$ cat src/rtl/fifo_dest_if.sv
// Handshake/data bundle between the destination demux (master) and one fifo_dest buffer (slave).
interface fifo_dest_if #(
   parameter int DATA_SIZE = 6,
   parameter int ADDR_SIZE = 2
);
   logic                  push;
   logic [DATA_SIZE-1:0]  data_in;
   logic                  pop;
   logic [ADDR_SIZE:0]    af_thresh;
   logic [ADDR_SIZE:0]    ae_thresh;
   logic [DATA_SIZE-1:0]  data_out;
   logic                  valid_out;
   logic                  full;
   logic                  empty;
   logic                  almost_full;
   logic                  almost_empty;
   logic                  fifo_error;

   modport master (
      output push, data_in, pop, af_thresh, ae_thresh,
      input  data_out, valid_out, full, empty, almost_full, almost_empty, fifo_error
   );

   modport slave (
      input  push, data_in, pop, af_thresh, ae_thresh,
      output data_out, valid_out, full, empty, almost_full, almost_empty, fifo_error
   );
endinterface

$ cat src/rtl/fifo_dest.sv
// Per-destination FIFO behind the demux; registered read port, occupancy flags and error report.
// FIFO_ERR_STICKY_EN: when defined, fifo_error latches until reset instead of pulsing one cycle.
module fifo_dest #(
   parameter int DATA_SIZE = 6,
   parameter int ADDR_SIZE = 2
) (
   input  logic        clk,
   input  logic        reset,
   fifo_dest_if.slave  bus
);
   localparam int                 DEPTH     = 1 << ADDR_SIZE;
   localparam logic [ADDR_SIZE:0] DEPTH_CNT = (ADDR_SIZE+1)'(DEPTH);

   logic [DATA_SIZE-1:0] mem_q [DEPTH];

   logic [ADDR_SIZE-1:0] wr_ptr_q, wr_ptr_d;
   logic [ADDR_SIZE-1:0] rd_ptr_q, rd_ptr_d;
   logic [ADDR_SIZE:0]   count_q, count_d;
   logic [DATA_SIZE-1:0] data_out_q, data_out_d;
   logic                 valid_out_q, valid_out_d;
   logic                 fifo_error_q, fifo_error_d;

   logic full, empty;
   logic pop_ok, push_ok, rejected;

   assign full  = (count_q == DEPTH_CNT);
   assign empty = (count_q == '0);

   // A pop frees a slot in the same edge, so a push into a full FIFO is legal when paired with one.
   assign pop_ok   = bus.pop && !empty;
   assign push_ok  = bus.push && (!full || pop_ok);
   assign rejected = (bus.push && !push_ok) || (bus.pop && empty);

   always_comb begin
      wr_ptr_d     = wr_ptr_q;
      rd_ptr_d     = rd_ptr_q;
      count_d      = count_q;
      data_out_d   = data_out_q;
      valid_out_d  = 1'b0;

      if (push_ok) begin
         wr_ptr_d = wr_ptr_q + 1'b1;
      end

      if (pop_ok) begin
         rd_ptr_d    = rd_ptr_q + 1'b1;
         data_out_d  = mem_q[rd_ptr_q];
         valid_out_d = 1'b1;
      end

      case ({push_ok, pop_ok})
         2'b10:   count_d = count_q + 1'b1;
         2'b01:   count_d = count_q - 1'b1;
         default: count_d = count_q;
      endcase

`ifdef FIFO_ERR_STICKY_EN
      fifo_error_d = fifo_error_q || rejected;
`else
      fifo_error_d = rejected;
`endif
   end

   always_ff @(posedge clk or posedge reset) begin
      if (reset) begin
         wr_ptr_q     <= '0;
         rd_ptr_q     <= '0;
         count_q      <= '0;
         data_out_q   <= '0;
         valid_out_q  <= 1'b0;
         fifo_error_q <= 1'b0;
      end else begin
         wr_ptr_q     <= wr_ptr_d;
         rd_ptr_q     <= rd_ptr_d;
         count_q      <= count_d;
         data_out_q   <= data_out_d;
         valid_out_q  <= valid_out_d;
         fifo_error_q <= fifo_error_d;
      end
   end

   // Storage is left uncleared on reset; the pointers alone decide what is readable.
   always_ff @(posedge clk) begin
      if (push_ok) begin
         mem_q[wr_ptr_q] <= bus.data_in;
      end
   end

   assign bus.data_out     = data_out_q;
   assign bus.valid_out    = valid_out_q;
   assign bus.full         = full;
   assign bus.empty        = empty;
   assign bus.almost_full  = (count_q >= bus.af_thresh);
   assign bus.almost_empty = (count_q <= bus.ae_thresh);
   assign bus.fifo_error   = fifo_error_q;

endmodule
$ cat src/flat_wrapper.sv
// flat-port wrapper written by rule: the top's interface ports become plain ports
module fifo_dest_flat 
#(
   parameter int DATA_SIZE = 6,
   parameter int ADDR_SIZE = 2
)
  (clk, reset, bus_push, bus_data_in, bus_pop, bus_af_thresh, bus_ae_thresh, bus_data_out, bus_valid_out, bus_full, bus_empty, bus_almost_full, bus_almost_empty, bus_fifo_error);
  fifo_dest_if #(.DATA_SIZE(DATA_SIZE), .ADDR_SIZE(ADDR_SIZE)) bus_i ();
  input  logic clk;
  input  logic reset;
  input wire logic [$bits(bus_i.push)-1:0] bus_push;
  input wire logic [$bits(bus_i.data_in)-1:0] bus_data_in;
  input wire logic [$bits(bus_i.pop)-1:0] bus_pop;
  input wire logic [$bits(bus_i.af_thresh)-1:0] bus_af_thresh;
  input wire logic [$bits(bus_i.ae_thresh)-1:0] bus_ae_thresh;
  output wire logic [$bits(bus_i.data_out)-1:0] bus_data_out;
  output wire logic [$bits(bus_i.valid_out)-1:0] bus_valid_out;
  output wire logic [$bits(bus_i.full)-1:0] bus_full;
  output wire logic [$bits(bus_i.empty)-1:0] bus_empty;
  output wire logic [$bits(bus_i.almost_full)-1:0] bus_almost_full;
  output wire logic [$bits(bus_i.almost_empty)-1:0] bus_almost_empty;
  output wire logic [$bits(bus_i.fifo_error)-1:0] bus_fifo_error;
  assign bus_i.push = bus_push;
  assign bus_i.data_in = bus_data_in;
  assign bus_i.pop = bus_pop;
  assign bus_i.af_thresh = bus_af_thresh;
  assign bus_i.ae_thresh = bus_ae_thresh;
  assign bus_data_out = bus_i.data_out;
  assign bus_valid_out = bus_i.valid_out;
  assign bus_full = bus_i.full;
  assign bus_empty = bus_i.empty;
  assign bus_almost_full = bus_i.almost_full;
  assign bus_almost_empty = bus_i.almost_empty;
  assign bus_fifo_error = bus_i.fifo_error;
  fifo_dest #(.DATA_SIZE(DATA_SIZE), .ADDR_SIZE(ADDR_SIZE)) u_core (.clk(clk), .reset(reset), .bus(bus_i));
endmodule
$ cat config.mk
export PLATFORM = sky130hd
export DESIGN_NAME = fifo_dest_flat
export DESIGN_NICKNAME = d
export VERILOG_FILES = /design/src/rtl/fifo_dest_if.sv /design/src/rtl/fifo_dest.sv /design/src/flat_wrapper.sv
export SDC_FILE = /design/constraint.sdc
export NUM_CORES = 1
export LEC_CHECK = 0
export ABC_AREA = 1
export BUFFER_PORTS_ARGS = -buffer_cell sky130_fd_sc_hd__buf_2
export CAP_MARGIN = 30
export CORE_UTILIZATION = 50
export DETAILED_ROUTE_END_ITERATION = 6
export GPL_ROUTABILITY_DRIVEN = 0
export PLACE_DENSITY = 0.74
export SLEW_MARGIN = 5
export SYNTH_ARGS = -nofsm -noshare
export SYNTH_HDL_FRONTEND = slang
export SYNTH_SLANG_ARGS = --single-unit
$ cat constraint.sdc
create_clock -name clk -period 1.87 [get_ports clk]
set_input_delay 0.374 -clock clk [delete_from_list [all_inputs] [get_ports clk]]
set_output_delay 0.374 -clock clk [all_outputs]
set_load 0.02 [all_outputs]
Word level (Yosys, flattened, before mapping)

Memories as Yosys holds them, arrays and structs flattened. A register that Yosys moved wholly into a read port is not among the register bits.
Cells that the tools add are included.
Widths: inputs -> output; s select.

Register bits: 9
RAM bits: 24
Logic and storage cells: 30
Output and inout port bits: 12
Memories: 1

Add/subtract/negate cells: 4
Eq/ne operators: 3
Reductions and logical operators: 11
Magnitude comparators: 2
Mux-type cells: 4

Memories:

| memory       | words | bits a word | rd ports | clocked after Yosys merged registers in | wr ports | line            | source |
|---|---|---|---|---|---|---|---|
| u_core.mem_q | 4     | 6           | 1        | 1                                       | 1        | fifo_dest.sv:14 | `logic [DATA_SIZE-1:0] mem_q [DEPTH];` |

Operator list:

| cell                | count |
|---|---|
| $pmux 3 s2          | 1 |
| $add 2x1->2 const B | 2 |
| $logic_and 1x1->1   | 4 |
| $add 3x1->3 const B | 1 |
| $eq 3x3->1 const B  | 1 |
| $ge 3x3->1          | 1 |
| $le 3x3->1          | 1 |
| $logic_not 1->1     | 3 |
| $logic_not 3->1     | 1 |
| $mux 1              | 3 |
| $sub 3x1->3 const B | 1 |
| $eq 2x1->1 const B  | 1 |
| $eq 2x2->1 const B  | 1 |
| $logic_or 1x1->1    | 2 |
| $reduce_bool 2->1   | 1 |

Logic depth before layout (Yosys ltp)

Gate-level depths: netlist of run 1.

Depth after elaboration: 8
Depth in mapped cells: 11

Worst setup path before layout of run 1

Ideal clock, no wire load.

Kind: register -> register
From: register u_core.count_q[0]
To: register u_core.count_q[2]
Path buffers: 0
Arrival: 1635 ps
Period minus slack after synthesis: 1759 ps
Required time: 1747 ps
Slack: 111 ps
Library setup time: 123 ps
Stages on the path, launching flop included: 10
Cells stage by stage: dfrtp_1 nor2_2 nand3_2 nand2_2 ha_1 inv_1 fa_1 nand2_1 nand3_1 xor2_1

Word-level cells in the longest chain between the ends: 7
Elaborated cells between the ends (all ways): 13

Ends and longest elaborated chain:

| what                                            | line            | source |
|---|---|---|
| start: declaration                              | fifo_dest.sv:18 | `logic [ADDR_SIZE:0] count_q, count_d;` |
| start signal: assignment                        | fifo_dest.sv:75 | `count_q <= count_d;` |
| $logic_not 3->1                                 | fifo_dest.sv:27 | `assign empty = (count_q == '0);` |
| $logic_not 1->1                                 | fifo_dest.sv:30 | `assign pop_ok = bus.pop && !empty;` |
| $logic_and 1x1->1                               | fifo_dest.sv:30 |  |
| $logic_or 1x1->1                                | fifo_dest.sv:31 | `assign push_ok = bus.push && (!full \|\| pop_ok);` |
| $logic_and 1x1->1                               | fifo_dest.sv:31 |  |
| $eq 2x1->1 or $eq 2x2->1 (tied branches)        | fifo_dest.sv:51 | `case ({push_ok, pop_ok})` |
| $pmux 3 s2 or $reduce_bool 2->1 (tied branches) | -               |  |

Parallel ways exist; a longest one is shown, timed or not.
A chain may end at the register's enable or synchronous reset.

Worst setup path after layout of run 1

From: register u_core.count_q[2]
To: output bus_almost_full

Word-level cells in the longest chain between the ends: 1

Ends and longest elaborated chain:

| what             | line               | source |
|---|---|---|
| $ge 3x3->1       | fifo_dest.sv:93    | `assign bus.almost_full = (count_q >= bus.af_thresh);` |
| end: declaration | flat_wrapper.sv:20 | `output wire logic [$bits(bus_i.almost_full)-1:0] bus_almost_full;` |

No other way between the ends.

==> flow_summary.yaml, run 1 <==
status:
  status: "finished, violations left"
  violations: "setup timing"
logic_synthesis:
  synthCells: 198
  synth_cell_types: 25
  synth_area_per_cell_um2: 9.59
  yosysWarnings: 0
  postSynthRegisterBits: 39
  synth_area_mm2: 0.00190
  ys_seq_area_share_pct: 57.7
  syn-num-nets: 226
global_route:
  grt_pass1_wl_um: 5560
  grt_use_met2_pct: 29.3
  grt_busiest_layer: "met2"
  grtUsageMet1_pct: 22.9
  gr-total-overflow: 0
  met3_usage_pct: 4.71
  grt_max_degree: 16
  grt_pass1_vias: 1271
  antenna_found_initial: 0
  grt_use_total_pct: 18.4
job:
  maxCapViolCount: 0
critical_path:
  r2r-end: "u_core.count_q[2]"
  cp_slowest_cell: "dfrtp_2"
  required_ns: 1.50
  cp_top_family: "flip-flops"
  path_cells: "ha_4, a21oi_1, o211ai_1, buf_4"
  path_buf_inv: 1
  r2r_slack_ns: 0.13
  worstPathMaxFanout: 4
  cp.arrival_ns: 1.54
  worstSetupPathType: "reg2out"
  r2r_cells: 10
  worstSetupEndpointType: "output port"
  worstReg2RegStart: "u_core.count_q[1]"
  start_kind: "flip-flop"
  cpPeakStageDelay_ns: 0.48
sta:
  fmax_ghz: 0.522
  rsz0062_at_grt: "yes"
  fin_crit_sh_pct: 102
  layout_setup_ws_ns: -0.0457
  hold_viol: 0
  skew_ns: 0.00464
  worst_slew_pin_slew_ns: 0.566
  fin_crit_ns: 1.92
  slew_headroom_pct: 62.2
  setup_viol: 1
  slew_violations: 0
drt:
  vias: 1356
  remaining_drc_errors: 0
  viasPerCell: 4.66
  drt-initial-drc-count: 84
  drt_first_pass_iters: 4
  drt-wirelength-per-cell_um: 11.9
  wirelength_um: 3460
  ant_nets: 0
clock_tree:
  cts_buffers: 5
  clk_path_buf_depth: 2
  cts_tree: "yes"
  clock_latency_ns: 0.28
  cts.sinks: 39
  cts-root-buf: "clkbuf_8"
  h-tree-depth: 2
  path_clk_slew_ns: 0.07
placed_design:
  io_buffers: 27
  place_hpwl_um: 2400
  place_area_mm2: 0.00215
die:
  die_x_um: 63.6
  fp.dieH_um: 63.6
  pin_count: 28
  dieArea_mm2: 0.00405
  row_count: 22
  core_area_mm2: 0.00366
  start_util_pct: 51.9
finish:
  final_util_pct: 64.1
  area_growth_pct: 23.5
  antenna_cells: 0
  fin_nets: 270
  drive_gt1_share_pct: 27.2
  final_cell_mix: "nand2_1 (58), inv_1 (42), buf_2 (25)"
  stdcell_area_mm2: 0.00235
  final_common_cell: "nand2_1"
pwr:
  leakage_nw: 1.18
  ir_drop_mv: 0.646
  p_total_mw: 3.54
  power.density_mw_per_mm2: 1510
hold_path:
  min_path_type: "in2async"
cell families (layout without fill, tap and decap cells):
| family | Yosys count | in the layout | share of synthesized area [%] |
|---|---|---|---|
| buffers and inverters | 49 | 94 | 10.5 |
| xor gates and xnor gates | 4 | 4 | 1.84 |
| DFF | 39 | 39 | 57.7 |
| and+or+nand+nor | 87 | 87 | 19.5 |
| AOI/OAI and AO/OA | 7 | 7 | 2.17 |
| adders and majority gates | 12 | 12 | 8.30 |
sequential cells by signal (all words and copies together) (netlist names):
register               cells
u_core.rd_ptr_q            2
u_core.bus.fifo_error      1
u_core.bus.valid_out       1
u_core.count_q             3
u_core.wr_ptr_q            2
u_core.mem_q              24
u_core.bus.data_out        6
area by class of cell:
| cell class | instances | area [um2] |
|---|---|---|
| Clock buffer | 6 | 72.6 |
| Sequential cell | 39 | 1100 |
| Tap cell | 48 | 60.1 |
| Clock inverter | 2 | 12.5 |
| Timing Repair Buffer | 40 | 249 |
| Fill cell | 286 | 1320 |
| Multi-Input combinational cell | 110 | 677 |
| Inverter | 46 | 178 |
routing by layer:
metal | vias up | share of wire (%)
met4 | 0 | 1.3
met5 | - | 0
met1 | 620 | 44
met2 | 35 | 51
li1 | 696 | -
met3 | 5 | 3.0
how the worst max path moves through the flow:
stage                            from                end  slack (ns)  cells after the start
finish              u_core.count_q[2]    bus_almost_full       -0.05                      4
global route        u_core.count_q[0]    bus_almost_full       -0.12                      6
CTS                 u_core.count_q[1]   bus_almost_empty      -0.008                      6
detailed placement            bus_pop  u_core.count_q[2]        0.01                     10
global placement              bus_pop  u_core.count_q[2]        0.08                     10
floorplan           u_core.count_q[0]  u_core.count_q[2]        0.11                      9
timing repair:
action,4_1_cts,5_1_grt
cloned,0,0
pin swaps,0,3
gates resized for setup,3,17
setup buffers,0,2
hold buffers,0,0
setup endpoints to repair,2,3
synth_stat cells:
cell	instances	area, um2
o211ai_1	1	7.51
xor2_1	2	17.5
inv_2	1	3.75
o21ai_0	2	10.0
nand2_4	1	11.3
a21oi_1	2	10.0
a21oi_2	1	8.76
inv_4	1	6.26
nor2_1	4	15.0
nand3_1	17	85.1
ha_1	11	138
buf_4	1	7.51
fa_1	1	20.0
edfxtp_1	24	721
nand3_2	1	10.0
dfrtp_1	15	375
o21ai_1	1	5.00
buf_2	1	5.00
nor3_1	1	5.00
buf_6	1	11.3
inv_1	44	165
nor2_2	1	6.26
nand2_2	2	12.5
xnor2_1	2	17.5
nand2_1	60	225
power by group:
part           internal [mW]  leakage, nW  switching (mW)
logic                  0.684        0.741           0.929
registers               1.18        0.401           0.218
clock network          0.260       0.0412           0.275
total                   2.12         1.18            1.42
through the flow:
| step | cells | hold slack [ns] | setup WS, ns | TNS (ns) |
|---|---|---|---|---|
| finish | 291 | 0.134 | -0.0457 | -0.0457 |
| detailed placement | 281 | 0.453 | 0.0126 | 0 |
| floorplan | 198 | 0.275 | 0.111 | 0 |
| global route | 291 | 0.187 | -0.121 | -0.145 |
| CTS | 289 | 0.146 | -0.00811 | -0.0127 |
| global placement | 281 | 0.449 | 0.0834 | 0 |
Power figures use the tool's default switching activity.
==> inputs of run 2 (changes only) <==
Settings changed: BUFFER_PORTS_ARGS -buffer_cell sky130_fd_sc_hd__buf_2 to default, CORE_UTILIZATION 50 to 53, DONT_BUFFER_PORTS from default to 1, PLACE_DENSITY 0.74 to 0.71.
==> run 2 against run 1 <==
  * The run still ends with setup timing left
  * Wire length rose by 5.8%
  * Clock skew rose by 0.0035 ns
  * Non-clock buffer count fell by 25
  * Design area fell by 8.0%
  * Largest cell class unchanged
==> flow_summary.yaml, run 2 (synthesis gave the netlist of run 1 again) <==
critical_path:
  worstSetupPathType: "reg2out"
  required_ns: 1.50
  worstPathMaxFanout: 3
  worstReg2RegStart: "u_core.count_q[0]"
  start_kind: "flip-flop"
  cp.arrival_ns: 1.56
  cp_slowest_cell: "dfrtp_1"
  cpPeakStageDelay_ns: 0.42
  path_cells: "buf_6, ha_4, nand2_2, o211ai_1, buf_4"
  worstSetupEndpointType: "output port"
  critPathLaunch: "u_core.count_q[1]"
placed_design:
  place_area_mm2: 0.00201
  place_hpwl_um: 2620
  dp.cells: 251
  io_buffers: 0
clock_tree:
  cts_tree: "yes"
  path_clk_slew_ns: 0.11
  h-tree-depth: 2
  clock_latency_ns: 0.34
  cts_buffers: 5
  cts-root-buf: "clkbuf_4"
  clk_path_buf_depth: 2
  cts.sinks: 39
die:
  row_count: 21
  pin_count: 28
  start_util_pct: 56.0
  die_x_um: 61.9
  fp.dieH_um: 61.9
  core_area_mm2: 0.00339
  dieArea_mm2: 0.00383
finish:
  final_cell_count_no_fill: 264
  final_common_cell: "nand2_1"
  nFillCells: 268
  final_cell_mix: "nand2_1 (57), inv_1 (42), edfxtp_1 (24)"
  drive_gt1_share_pct: 17.9
  antenna_cells: 0
  area_growth_pct: 13.6
  final_util_pct: 63.7
  stdcell_area_mm2: 0.00216
  fin_nets: 245
  largest_register_ffs: 24
  regMostFlops: "u_core.mem_q"
drt:
  vias: 1296
  ant_nets: 0
  remaining_drc_errors: 0
  drt-initial-drc-count: 48
  drt-wirelength-per-cell_um: 13.9
  wirelength_um: 3660
  viasPerCell: 4.91
  drt_first_pass_iters: 4
sta:
  skew_ns: 0.00812
  fin_crit_sh_pct: 103
  hold_viol: 0
  rsz0062_at_grt: "yes"
  setup_viol: 2
  fin_crit_ns: 1.93
  slew_violations: 0
  worst_slew_pin_slew_ns: 0.609
  layout_setup_ws_ns: -0.0597
  slew_headroom_pct: 59.4
  fmax_ghz: 0.518
  finalSetupTns_ns: -0.0971
pwr:
  p_total_mw: 3.29
  ir_drop_mv: 0.956
  power.density_mw_per_mm2: 1520
  leakage_nw: 1.07
job:
  maxCapViolCount: 0
status:
  status: "finished, violations left"
  violations: "setup timing"
hold_path:
  min_path_type: "in2reg"
  hold_path.startpoint: "bus_data_in[3]"
global_route:
  grt_pass1_wl_um: 5780
  grt_use_total_pct: 21.8
  grt_pass1_vias: 1320
  grt_max_degree: 16
  gr-total-overflow: 0
  antenna_found_initial: 0
## run 2: cell types whose count changed in the layout (fill, tap and decap cells not counted), sizes merged
cell         delta
clkinv          +1
clkinvlp        -1
dlygate4sd3     +1
buf            -26
## run 2: per-layer routing
layer	track usage [%]	wire length, um
met5	0	0
met4	8.57	64
met3	7.04	135
met2	36.4	1890
met1	26.2	1570
## run 2: worst max-delay path, delay by kind of cell (launching register included)
kind | cells | cell delay (ns)
DFF | 1 | 0.42
buffers and inverters | 2 | 0.32
AOI/OAI and AO/OA | 1 | 0.18
and+or+nand+nor | 1 | 0.04
adders and majority gates | 1 | 0.26
## run 2: what timing repair did
action	in CTS	in global routing
hold endpoints to repair	15	0
gates resized for setup	7	8
buffers inserted	4	0
endpoints found under the setup margin	3	4
pin swaps	4	8
hold buffers	1	0
## run 2: path summary, 6_finish.rpt
check | endpoint | cells after the start | slack (ns)
setup / recovery | bus_almost_full | 5 | -0.06
setup reg to reg | u_core.count_q[2] | 9 | 0.06
hold reg to reg | u_core.wr_ptr_q[1] | 2 | 0.56
min in group asynchronous | u_core.bus.data_out[3] | 2 | 0.53
hold / removal | u_core.mem_q[1][3] | 0 | 0.12
max in group asynchronous | u_core.count_q[2] | 2 | 0.91
## run 2: where the power goes
group / leakage [nW] / switching, mW / total, mW / internal, mW
Combinational: 0.637 / 0.826 / 1.41 / 0.584
Clock: 0.0273 / 0.264 / 0.404 / 0.139
Sequential: 0.401 / 0.299 / 1.47 / 1.18
## run 2: cell type report
type	instances	area [um2]	share of cell area [%]
sequential	39	1100	50.8
tap	46	57.6	2.67
clock buffer	6	41.3	1.91
multi-input combinational	110	661	30.6
inverter	46	175	8.12
timing repair buffer	15	119	5.51
clock inverter	2	7.51	0.348
## run 2: through the flow
stage | setup slack (ns) | hold WS, ns
3_5_place_dp | -0.0577 | 0.354
4_1_cts | -0.0702 | 0.102
6_report | -0.0597 | 0.115
2_1_floorplan | 0.111 | 0.275
5_1_grt | -0.106 | 0.0841
3_3_place_gp | 0.116 | 0.342
